<file path="src/rtl/alarm_pkg.sv">
// Shared state codes, BCD pair type, digit limits and default tick counts for the alarm controller.
package alarm_pkg;

  typedef enum logic [2:0] {
    RUN        = 3'd0,
    SET_TIME_H = 3'd1,
    SET_TIME_M = 3'd2,
    SET_ALM_H  = 3'd3,
    SET_ALM_M  = 3'd4,
    RINGING    = 3'd5,
    SNOOZE     = 3'd6
  } state_t;

  typedef struct packed {
    logic [3:0] hi;
    logic [3:0] lo;
  } bcd2_t;

  localparam bcd2_t HOUR_MAX = 8'h23;
  localparam bcd2_t MIN_MAX  = 8'h59;

  localparam int RING_TICKS_DEF   = 60;
  localparam int SNOOZE_TICKS_DEF = 300;

  function automatic int cnt_width(input int a, input int b);
    return $clog2(((a > b) ? a : b) + 1);
  endfunction

endpackage

</file>
<file path="src/rtl/bcd2_inc.sv">
// Two-digit BCD increment with wrap to 00 at a BCD limit; purely combinational.
module bcd2_inc
  import alarm_pkg::*;
(
  input  bcd2_t cur,
  input  bcd2_t lim,
  output bcd2_t nxt
);

  always_comb begin
    nxt = cur;
    // values at or past the limit wrap, so a corrupt pair recovers on the next press
    if ({cur.hi, cur.lo} >= {lim.hi, lim.lo}) begin
      nxt = '0;
    end else if (cur.lo >= 4'd9) begin
      nxt.hi = cur.hi + 4'd1;
      nxt.lo = 4'd0;
    end else begin
      nxt.lo = cur.lo + 4'd1;
    end
  end

endmodule

</file>
<file path="src/rtl/alarm_ctrl.sv">
// Alarm clock mode FSM: time/alarm editing, time load strobe, ring/snooze sequencing.
// All outputs registered, one cycle from button/trigger; pulse inputs, no backpressure.
module alarm_ctrl
  import alarm_pkg::*;
#(
  parameter int RING_TICKS   = RING_TICKS_DEF,
  parameter int SNOOZE_TICKS = SNOOZE_TICKS_DEF
) (
  input  logic       clk,
  input  logic       rst,
  input  logic       tick,
  input  logic       btn_mode,
  input  logic       btn_inc,
  input  logic       btn_snooze,
  input  logic       btn_off,
  input  logic       btn_alm_en,
  input  logic [3:0] H2,
  input  logic [3:0] H1,
  input  logic [3:0] M2,
  input  logic [3:0] M1,
  input  logic [5:0] Sec,
  output logic       ld,
  output logic [3:0] ld_H2,
  output logic [3:0] ld_H1,
  output logic [3:0] ld_M2,
  output logic [3:0] ld_M1,
  output logic [3:0] AH2,
  output logic [3:0] AH1,
  output logic [3:0] AM2,
  output logic [3:0] AM1,
  output logic       alm_en,
  output logic       buzz,
  output logic [2:0] state
);

  localparam int            CW          = cnt_width(RING_TICKS, SNOOZE_TICKS);
  localparam logic [CW-1:0] RING_LAST   = CW'(RING_TICKS - 1);
  localparam logic [CW-1:0] SNOOZE_LAST = CW'(SNOOZE_TICKS - 1);

  state_t        st;
  logic [CW-1:0] cnt;
  logic          fired;
  logic          min_match;
  logic          trig;
  logic          p_off, p_snooze, p_mode, p_alm, p_inc;
  bcd2_t         hr_cur, hr_nxt, mn_cur, mn_nxt;

  assign state = st;

  // one button wins per cycle: off > snooze > mode > alm_en > inc
  assign p_off    = btn_off;
  assign p_snooze = btn_snooze & ~btn_off;
  assign p_mode   = btn_mode & ~btn_snooze & ~btn_off;
  assign p_alm    = btn_alm_en & ~btn_mode & ~btn_snooze & ~btn_off;
  assign p_inc    = btn_inc & ~btn_alm_en & ~btn_mode & ~btn_snooze & ~btn_off;

  assign min_match = ({H2, H1, M2, M1} == {AH2, AH1, AM2, AM1});
  assign trig      = (st == RUN) && alm_en && min_match && (Sec == 6'd0) && !fired;

  always_comb begin
    hr_cur = {ld_H2, ld_H1};
    mn_cur = {ld_M2, ld_M1};
    if (st == SET_ALM_H) hr_cur = {AH2, AH1};
    if (st == SET_ALM_M) mn_cur = {AM2, AM1};
  end

  bcd2_inc u_hr_inc (.cur(hr_cur), .lim(HOUR_MAX), .nxt(hr_nxt));
  bcd2_inc u_mn_inc (.cur(mn_cur), .lim(MIN_MAX),  .nxt(mn_nxt));

  always_ff @(posedge clk or negedge rst) begin
    if (!rst) begin
      st     <= RUN;
      cnt    <= '0;
      fired  <= 1'b0;
      ld     <= 1'b0;
      buzz   <= 1'b0;
      alm_en <= 1'b0;
      ld_H2  <= '0;
      ld_H1  <= '0;
      ld_M2  <= '0;
      ld_M1  <= '0;
      AH2    <= '0;
      AH1    <= '0;
      AM2    <= '0;
      AM1    <= '0;
    end else begin
      ld <= 1'b0;
      // fired stays set for the rest of the alarm minute so off cannot re-arm it
      if (trig) fired <= 1'b1;
      else if (!min_match) fired <= 1'b0;

      case (st)
        RUN: begin
          if (trig) begin
            st   <= RINGING;
            buzz <= 1'b1;
            cnt  <= '0;
          end else if (p_mode) begin
            st <= SET_TIME_H;
            {ld_H2, ld_H1, ld_M2, ld_M1} <= {H2, H1, M2, M1};
          end else if (p_alm) begin
            alm_en <= ~alm_en;
          end
        end
        SET_TIME_H: begin
          if (p_mode) st <= SET_TIME_M;
          else if (p_inc) {ld_H2, ld_H1} <= hr_nxt;
        end
        SET_TIME_M: begin
          if (p_mode) begin
            st <= SET_ALM_H;
            ld <= 1'b1;
          end else if (p_inc) begin
            {ld_M2, ld_M1} <= mn_nxt;
          end
        end
        SET_ALM_H: begin
          if (p_mode) st <= SET_ALM_M;
          else if (p_inc) {AH2, AH1} <= hr_nxt;
        end
        SET_ALM_M: begin
          if (p_mode) st <= RUN;
          else if (p_inc) {AM2, AM1} <= mn_nxt;
        end
        RINGING: begin
          if (p_off) begin
            st   <= RUN;
            buzz <= 1'b0;
          end else if (p_snooze) begin
            st   <= SNOOZE;
            buzz <= 1'b0;
            cnt  <= '0;
          end else if (tick) begin
            if (cnt == RING_LAST) begin
              st   <= RUN;
              buzz <= 1'b0;
            end else begin
              cnt <= cnt + CW'(1);
            end
          end
        end
        SNOOZE: begin
          if (p_off) begin
            st <= RUN;
          end else if (tick) begin
            if (cnt == SNOOZE_LAST) begin
              st   <= RINGING;
              buzz <= 1'b1;
              cnt  <= '0;
            end else begin
              cnt <= cnt + CW'(1);
            end
          end
        end
        default: begin
          st   <= RUN;
          buzz <= 1'b0;
        end
      endcase
    end
  end

endmodule

</file>
<file path="config.mk">
export PLATFORM = sky130hd
export DESIGN_NAME = alarm_ctrl
export DESIGN_NICKNAME = d
export VERILOG_FILES = /design/src/rtl/alarm_pkg.sv /design/src/rtl/bcd2_inc.sv /design/src/rtl/alarm_ctrl.sv
export SDC_FILE = /design/constraint.sdc
export NUM_CORES = 1
export LEC_CHECK = 0
export CORE_MARGIN = 1
export CORE_UTILIZATION = 40
export DETAILED_ROUTE_END_ITERATION = 7
export GPL_TIMING_DRIVEN = 0
export PLACE_DENSITY_LB_ADDON = 0.2
export SLEW_MARGIN = 15
export SYNTH_ARGS = -nofsm -noshare
export SYNTH_HDL_FRONTEND = slang
export SYNTH_SLANG_ARGS = --single-unit
</file>
<file path="constraint.sdc">
create_clock -name clk -period 4.43 [get_ports clk]
set_input_delay 0.443 -clock clk [delete_from_list [all_inputs] [get_ports clk]]
set_output_delay 0.443 -clock clk [all_outputs]
set_load 0.02 [all_outputs]
</file>
======== Word level (Yosys, flattened, before mapping) ========
Cells that the tools add are included.
Widths: inputs -> output; s select.
word-level totals
  flip-flop bits (word level) ............. 48
  input port bits ......................... 30
  output and inout bits ................... 38
  logic and storage cells ................. 156
cells by class
  $add $sub $neg .......................... 5
  order comparisons ....................... 4
  eq/ne operators ......................... 32
  muxes and demuxes ....................... 64
  bitwise operators ....................... 18
  reduce and logical (&&, ||, !) cells .... 19
operators with widths
  operator             count
  $mux 4               20
  $mux 9               8
  $mux 3               13
  $mux 8               4
  $pmux 4 s2           4
  $ne 2x2->1 const B   15
  $pmux 9 s3           1
  $pmux 3 s7           1
  $add 4x1->4 const B  4
  $eq 16x16->1         1
  $ne 3x3->1 const B   5
  $reduce_and 7->1     2
  $mux 1               12
  $and 1x1->1          10
  $reduce_and 5->1     2
  $add 9x1->9 const B  1
  $eq 3x3->1 const B   3
  $eq 9x6->1 const B   1
  $eq 9x9->1 const B   1
  $reduce_and 9->1     1
  $ge 4x4->1 const B   2
  $ge 8x6->1 const B   1
  $ge 8x7->1 const B   1
  $ne 4x4->1 const B   2
  other kinds (14)     27

======== Longest topological paths before layout ========
Gate-level depths: netlist of the first run.
  depth after elaboration ................. 8
  gate-level depth with buffers ........... 11
  gate-level depth less buffers ........... 10

======== Modules after synthesis ========
Synthesis of the first run repeated with hierarchy kept, for this count alone.
unflattened totals
  cells, all modules ...................... 354
  area total of the unflattened synthesis .. 3,742.3 µm²
modules (own cells, without submodules)
  module      instances  cells an instance  area an instance (µm²)  seq. area each (µm²)
  alarm_ctrl  1          246                2,836.5                 1,201.2
  bcd2_inc    2          54                 452.9                   0.0

======== Worst setup path after synthesis of the first run ========
Ideal clock, no wire load.
  path kind ............................... flip-flop to flip-flop
  from .................................... register st[0] (netlist: state[0])
  to ...................................... register ld_M2[1]
  setup time .............................. 82 ps
  data arrival time ....................... 2,615 ps
  data required time ...................... 4,348 ps
  slack ................................... 1,733 ps
  stages on the path, launching flop included .. 12
  path buffers ............................ 1
  period minus slack after synthesis ...... 2,697 ps
  cells stage by stage .................... dfrtp_1 > buf_4 > nor3b_4 > mux2i_1 > inv_1 > ha_1 > nand2b_1 > o211ai_1 > nand2_1 > mux2_2 > nand2b_1 > a31oi_1
between the ends
  longest elaborated chain between the ends .. 8
  elaborated cells between the ends (all ways) .. 22
  classes of those cells .................. add/sub: 1; order compare: 2; eq/ne: 6; mux: 6; reduce/logical: 7
RTL lines
  element                                           line                            text
  start: declaration                                alarm_ctrl.sv:40                state_t st;
  start signal: assignment                          alarm_ctrl.sv:72                st <= RUN;
  start signal: assignment                          alarm_ctrl.sv:95                st <= RINGING;
  start signal: assignment                          alarm_ctrl.sv:99                st <= SET_TIME_H;
  $eq 3x3->1                                        alarm_ctrl.sv:64                if (st == SET_ALM_M) mn_cur = {AM2, AM1};
  $mux 8                                            alarm_ctrl.sv:64
  $add 4x1->4 / $ge 4x4->1 (equally long branches)  bcd2_inc.sv:16, bcd2_inc.sv:15
  $mux 4                                            bcd2_inc.sv:15                  end else if (cur.lo >= 4'd9) begin
  $mux 8                                            bcd2_inc.sv:13                  if ({cur.hi, cur.lo} >= {lim.hi, lim.lo}) begin
  $mux 4                                            alarm_ctrl.sv:113               end else if (p_inc) begin
  $mux 4                                            alarm_ctrl.sv:110               if (p_mode) begin
  $pmux 4 s2                                        alarm_ctrl.sv:92                case (st)
  end signal: assignment                            alarm_ctrl.sv:100               {ld_H2, ld_H1, ld_M2, ld_M1} <= {H2, H1, M2, M1};
  end signal: assignment                            alarm_ctrl.sv:114               {ld_M2, ld_M1} <= mn_nxt;
  end: declaration                                  alarm_ctrl.sv:25                output logic [3:0] ld_M2,
Several ways; a longest one is shown, not always the timed one. The select of a mux whose other input is x is not followed.
A chain may end at the register's enable or synchronous reset.

======== Worst setup path in the final report of the first run ========
Ends and elaborated chain as after synthesis.

==> out/metrics.csv, run 1 <==
stage,metric,value,unit
status,outcome,finished clean,
clock_tree,cts_hold_buf,0,
clock_tree,clockBufferDepth,2,
route,vias,2932,
grt,grt_pass1_vias,2880,
layout,seq_area,1200,um2
synth,syn_area_per_cell,9.31,um2
place,placed_cells,528,
synth,syn_area,3340,um2
setup_path,crit_family,simple AND/OR/NAND/NOR gates,
setup_path,cp_max_fo,10,
layout,area_delta_synth_final,26.9,%
clock_tree,cts_tree,built,
setup_path,cp_slowest_stage_delay,0.44,ns
grt,antenna_found_initial,0,
power_and_ir_drop,ir_drop,0.256,mV
sta,fmax,0.328,GHz
power_and_ir_drop,switching_power,1280,uW
synth,ys_ff_latch,48,
setup_path,path_cells,buf_4 -> nor3b_4 -> mux2i_1 -> inv_1 -> ha_1 -> nand2b_1 -> o211ai_1 -> nand2_1 -> mux2_2 -> nand2b_1 -> a31oi_1,
route,routed_wl,8530,um
setup_path,r2r_slack,1.38,ns
sta,tightest_slew,0.574,ns
synth,synth_cells,359,
clock_tree,cts_resized,0,
place,postPlaceCellArea,4150,um2
floorplanning,die_w,93.4,um
layout,drive_above_1_share,9.68,%
layout,fin_nets,474,
floorplanning,rows,32,
clock_tree,clk_pin_slew,0.10,ns
grt,grt.total_usage,20.6,%
grt,gr-total-overflow,0,
setup_path,start_kind,flip-flop,
power_and_ir_drop,clockPowerShare,10.5,%
power_and_ir_drop,internal_power,1480,uW
job,maxCapViolCount,0,
clock_tree,cts_made_buffers,5,
route,drc_errors,0,
sta,final_max_slew_viol_count,0,
clock_tree,cts_max_level,2,
setup_path,crit_type,flip-flop to flip-flop,
route,drt_first_pass_iters,5,
layout,final_cell_area,4240,um2
floorplanning,design.portCount,68,
setup_path,r2r_start,state[0],
sta,post-route-period-util,68.9,%
floorplanning,die_y,93.4,um
synth,synth_cell_types,69,
setup_path,rr_worst_depth,11,
hold_path,min_path_type,input pin to asynchronous set/reset pin,
setup_path,cp_num_buf_inv,2,
floorplanning,core-area,7890,um2
sta,setup-tns-final,0,ns
route,drt_iter0_markers,166,
clock_tree,post_cts_buffers,0,
power_and_ir_drop,p_leak,0.00177,uW
place,io_buffers,66,
clock_tree,cts_root_buffer,clkbuf_8,
synth,synth.area.top_cells,"dfrtp_1, xnor2_1, mux2i_1",
place,hpwl,6540,um
setup_path,path_common_cell,nand2b_1,
setup_path,worstPathRequired,4.66,ns
synth,yosysMostFrequentCell,dfrtp_1,
sta,hold_violations,0,
setup_path,reg2reg_to,ld_M2[1],
sta,slew_headroom,61.7,%
synth,synthDominantCellAreaShare,35.9,%
sta,skew,0.00869,ns
power_and_ir_drop,p_per_area,651,nW/um2
clock_tree,clk_latency,0.31,ns
synth,synth_ff_type,dfrtp_1,
power_and_ir_drop,power_frac_seq,26.5,%
sta,finalSetupViolCount,0,
setup_path,end_kind,flip-flop,
layout,diodes,0,
layout,multi_input_area,2010,um2
grt,grt_pass1_wl,14200,um
clock_tree,numClockSinks,48,
route,viasPerCell,5.47,
place,gp_congestion,0.839,
synth,yosysWarnings,0,
setup_path,crit_arrival,3.29,ns
floorplanning,die_area,8720,um2
power_and_ir_drop,sw_frac_of_total,46.3,%
grt,grt_max_degree,28,
power_and_ir_drop,p_comb_share,63.0,%
synth,synthesis.nets,400,
sta,grt_setup_unrepaired,false,
setup_path,cpMaxStageDelayCell,dfrtp_1,
route,postRouteAntennaNets,0,
synth,synth_common_cells,"dfrtp_1, nand2_1, nor2_1",
power_and_ir_drop,p_total,2760,uW
synth,synth-edff-count,0,
layout,fillCellCount,731,
synth,yosysTopAreaCell,dfrtp_1,
synth,ys_async_sr_fraction,100,%
synth,ys_seq_area_share,35.9,%
sta,layout_min_cycle_time,3.05,ns
layout,fin_cells,536,
floorplanning,start_util,42.4,%
route,avgRoutedWirePerCell,15.9,um
layout,post-route-util,53.8,%
## power by group through the flow
stage	Combinational [uW]	Sequential (uW)	Clock [uW]
global placement	1700	736	0
CTS	1740	731	299
floorplan	1050	854	0
detailed placement	1730	740	0
global route	1920	755	314
finish	1740	731	290
## kinds of logic (layout without fill, tap and decap cells)
| group | Yosys count | after routing | share of synthesized area [%] |
|---|---|---|---|
| flops | 48 | 48 | 35.9 |
| compound gates | 92 | 92 | 20.3 |
| simple gates | 126 | 126 | 21.1 |
| buf+inv | 33 | 108 | 4.04 |
| xor+xnor | 21 | 21 | 5.50 |
| mux | 28 | 28 | 8.95 |
| fa+ha+maj | 11 | 11 | 4.12 |
## metrics by stage
step	setup slack, ns	hold WS (ns)
2_1_floorplan	1.73	0.147
3_3_place_gp	1.38	0.489
3_5_place_dp	1.39	0.464
4_1_cts	1.36	0.136
5_1_grt	1.07	0.146
6_report	1.38	0.120
## layer usage
layer / GRT usage [%] / vias up / part of all wire [%]
li1: - / 1451 / -
met1: 28.1 / 1407 / 47
met2: 35.3 / 67 / 48
met3: 2.60 / 7 / 4.5
met4: 3.85 / 0 / 0.89
met5: 0 / - / 0
## cells in the final DEF (no fill, tap or decap), drive strengths merged, types with 3 or more instances in the layout
master	Yosys	final
a21o	3	3
a21oi	9	9
a22o	5	5
a22oi	3	3
a31o	4	4
and2	5	5
and3	3	3
buf	5	7
clkbuf	9	15
clkdlybuf4s50	0	65
dfrtp	48	48
ha	11	11
inv	19	20
mux2	12	12
mux2i	16	16
nand2	39	39
nand2b	13	13
nand3	5	5
nand4	5	5
nor2	23	23
nor2b	4	4
nor3	6	6
o211ai	5	5
o21a	5	5
o21ai	23	23
o22ai	3	3
o31a	4	4
o31ai	3	3
o41ai	7	7
or2	4	4
or3	6	6
xnor2	19	19
## layout make-up
type,instances,area share [%]
clock inverter,2,0.324
tap,102,3.01
timing repair buffer,67,15.9
inverter,19,1.68
multi-input combinational,278,47.3
sequential,48,28.3
clock buffer,6,1.95
buffer,14,1.50
## sequential cells by signal, indices dropped and copies added, names as in the netlist, 3 cells and up
register / flops
AH1: 4
AH2: 4
AM1: 4
AM2: 4
cnt: 9
ld_H1: 4
ld_H2: 4
ld_M1: 4
ld_M2: 4
state: 3
## how the worst max path moves through the flow
stage	from	to	slack (ns)	depth (start not counted)
after global placement	rst	ld_M2[1]	1.38	1
after detailed placement	state[0]	ld_M2[1]	1.39	11
final	state[0]	ld_M2[1]	1.38	11
after global routing	state[0]	ld_M2[1]	1.07	11
after floorplan	state[0]	ld_M2[1]	1.73	11
after CTS	state[0]	ld_M2[1]	1.36	11
Power figures use the tool's default switching activity.
==> inputs of run 2 (changes only) <==
clock period = 2.8 ns   (was 4.43 ns; I/O delays follow)
==> run 2 against run 1 <==
Effect of this change:
- sequential share of layout area fell by 1.2 points
- critical path depth is the same
- maximum frequency increased by 14%
==> out/metrics.csv, run 2 (synthesis results as in run 1) <==
stage,metric,value,unit
place,hpwl,6540,um
sta,whs,0.491,ns
sta,tightest_slew,0.571,ns
layout,final_common_cell,clkdlybuf4s50_1,
layout,drive_above_1_share,14.8,%
clock_tree,cts_max_level,2,
sta,hold_violations,0,
layout,area_delta_synth_final,32.7,%
setup_path,path_common_cell,buf_6,
clock_tree,clk_pin_slew,0.10,ns
setup_path,cp_max_fo,10,
place,gp_congestion,0.839,
setup_path,end_kind,flip-flop,
clock_tree,cts_made_buffers,5,
floorplanning,die_w,93.4,um
clock_tree,cts_tree,built,
route,drt_first_pass_iters,4,
grt,grt_pass1_vias,2931,
floorplanning,core-area,7890,um2
setup_path,path_cells,buf_6 -> nor3b_4 -> buf_6 -> mux2i_4 -> ha_4 -> nand2b_4 -> o211ai_1 -> nand2_2 -> mux2_4 -> nand2b_1 -> a31oi_1,
layout,fin_cells,549,
sta,skew,0.00881,ns
grt,grt_pass1_wl,14400,um
layout,largest-register,cnt,
route,drc_errors,0,
layout,diodes,0,
clock_tree,clk_latency,0.31,ns
power_and_ir_drop,ir_drop,0.406,mV
route,drt_iter0_markers,154,
setup_path,crit_arrival,2.92,ns
floorplanning,rows,32,
place,io_buffers,66,
sta,layout_min_cycle_time,2.68,ns
setup_path,worstPathRequired,3.04,ns
power_and_ir_drop,p_per_area,1060,nW/um2
clock_tree,clockBufferDepth,2,
layout,fin_nets,487,
floorplanning,die_y,93.4,um
route,avgRoutedWirePerCell,16.1,um
setup_path,crit_type,flip-flop to flip-flop,
grt,grt_max_degree,28,
layout,final_cell_area,4440,um2
grt,antenna_found_initial,0,
setup_path,rr_worst_depth,11,
power_and_ir_drop,internal_power,2560,uW
sta,grt_setup_unrepaired,true,
power_and_ir_drop,p_comb_share,65.1,%
setup_path,start_kind,flip-flop,
sta,fmax,0.373,GHz
power_and_ir_drop,p_total,4690,uW
power_and_ir_drop,switching_power,2130,uW
place,placed_cells,528,
floorplanning,design.portCount,68,
setup_path,cp_slowest_stage_delay,0.43,ns
place,postPlaceCellArea,4150,um2
layout,largest_reg_flops,9,
job,maxCapViolCount,0,
route,routed_wl,8820,um
setup_path,cpMaxStageDelayCell,dfrtp_1,
route,postRouteAntennaNets,0,
route,vias,3035,
route,viasPerCell,5.53,
layout,post-route-util,56.2,%
sta,slew_headroom,61.9,%
setup_path,reg2reg_to,ld_M2[1],
layout,final_cell_mix,"clkdlybuf4s50_1, dfrtp_1, nand2_1, nor2_1, xnor2_1",
setup_path,r2r_slack,0.12,ns
hold_path,min_path_type,input pin to asynchronous set/reset pin,
floorplanning,start_util,42.4,%
sta,post-route-period-util,95.8,%
clock_tree,numClockSinks,48,
power_and_ir_drop,power_frac_seq,25.1,%
setup_path,r2r_start,state[1],
power_and_ir_drop,sw_frac_of_total,45.4,%
clock_tree,cts_root_buffer,clkbuf_8,
status,outcome,finished clean,
grt,grt.total_usage,20.9,%
power_and_ir_drop,p_leak,0.00183,uW
power_and_ir_drop,clockPowerShare,9.8,%
floorplanning,die_area,8720,um2
sta,final_max_slew_viol_count,0,
sta,finalSetupViolCount,0,
grt,gr-total-overflow,0,
-- run 2: cell types whose count changed in the layout (fill, tap and decap cells not counted), moves of 2 or more --
| cell | change |
|---|---|
| buf_4 | +9 |
| mux2i_1 | -5 |
| buf_6 | +4 |
| mux2i_4 | +3 |
| dfrtp_1 | -2 |
| dfrtp_2 | +2 |
| ha_1 | -2 |
| mux2i_2 | +2 |
-- run 2: per-stage QoR --
stage          worst slack [ns]  TNS, ns
2_1_floorplan             0.103        0
5_1_grt                 -0.0264  -0.0366
4_1_cts                 0.00624        0
3_3_place_gp             -0.178    -4.16
6_report                  0.118        0
3_5_place_dp             -0.243   -0.859
-- run 2: metal layers --
layer,global-route usage [%],up-vias,share of wire [%]
li1,-,1479,-
met1,28.3,1481,46
met2,36.0,70,49
met3,2.60,5,3.9
met4,3.97,0,0.54
met5,0,-,0
-- run 2: repair_timing --
action	4_1_cts	5_1_grt
resized for setup	4	19
hold buffers	1	0
endpoints found under the hold margin	21	0
pin swaps	1	6
setup endpoints to repair	14	18
setup buffers	4	8
-- run 2: how the worst max path moves through the flow --
stage | startpoint | endpoint | slack [ns] | depth (start not counted)
final | state[1] | ld_M2[1] | 0.12 | 11
after global routing | state[1] | ld_M2[1] | -0.03 | 11
after CTS | state[2] | AH1[1] | 0.006 | 9
after detailed placement | state[0] | ld_M2[1] | -0.24 | 11
after global placement | state[0] | ld_M2[1] | -0.18 | 11
after floorplan | state[0] | ld_M2[1] | 0.10 | 11
-- run 2: layout make-up --
class                      instances  area (um2)
clock buffer                       6        82.6
sequential                        48        1200
buffer                            14        77.6
clock inverter                     2        13.8
timing repair buffer              80         779
fill                             715        3450
multi-input combinational        278        2080
inverter                          19        71.3
tap                              102         128
-- run 2: worst max-delay path: cells and delay by family, from the launching register on --
family	cells	cell delay, ns
flip-flops	1	0.43
AND/OR/NAND/NOR	4	0.59
adder cells (fa/ha/maj)	1	0.19
buffers and inverters	2	0.32
AO/OA/AOI/OAI	2	0.43
multiplexers	2	0.62
-- run 2: power groups by stage --
stage	logic [uW]	clock network, uW	registers, uW
floorplan	1660	0	1350
global placement	2690	0	1170
detailed placement	2740	0	1170
CTS	2830	473	1170
global route	3330	496	1210
finish	3050	459	1180
==> inputs of run 3 (changes only) <==
GPL_ROUTABILITY_DRIVEN = 0   (was unset)
==> results of run 3 <==
Final layout, timing and power as in run 2 (identical DEF).
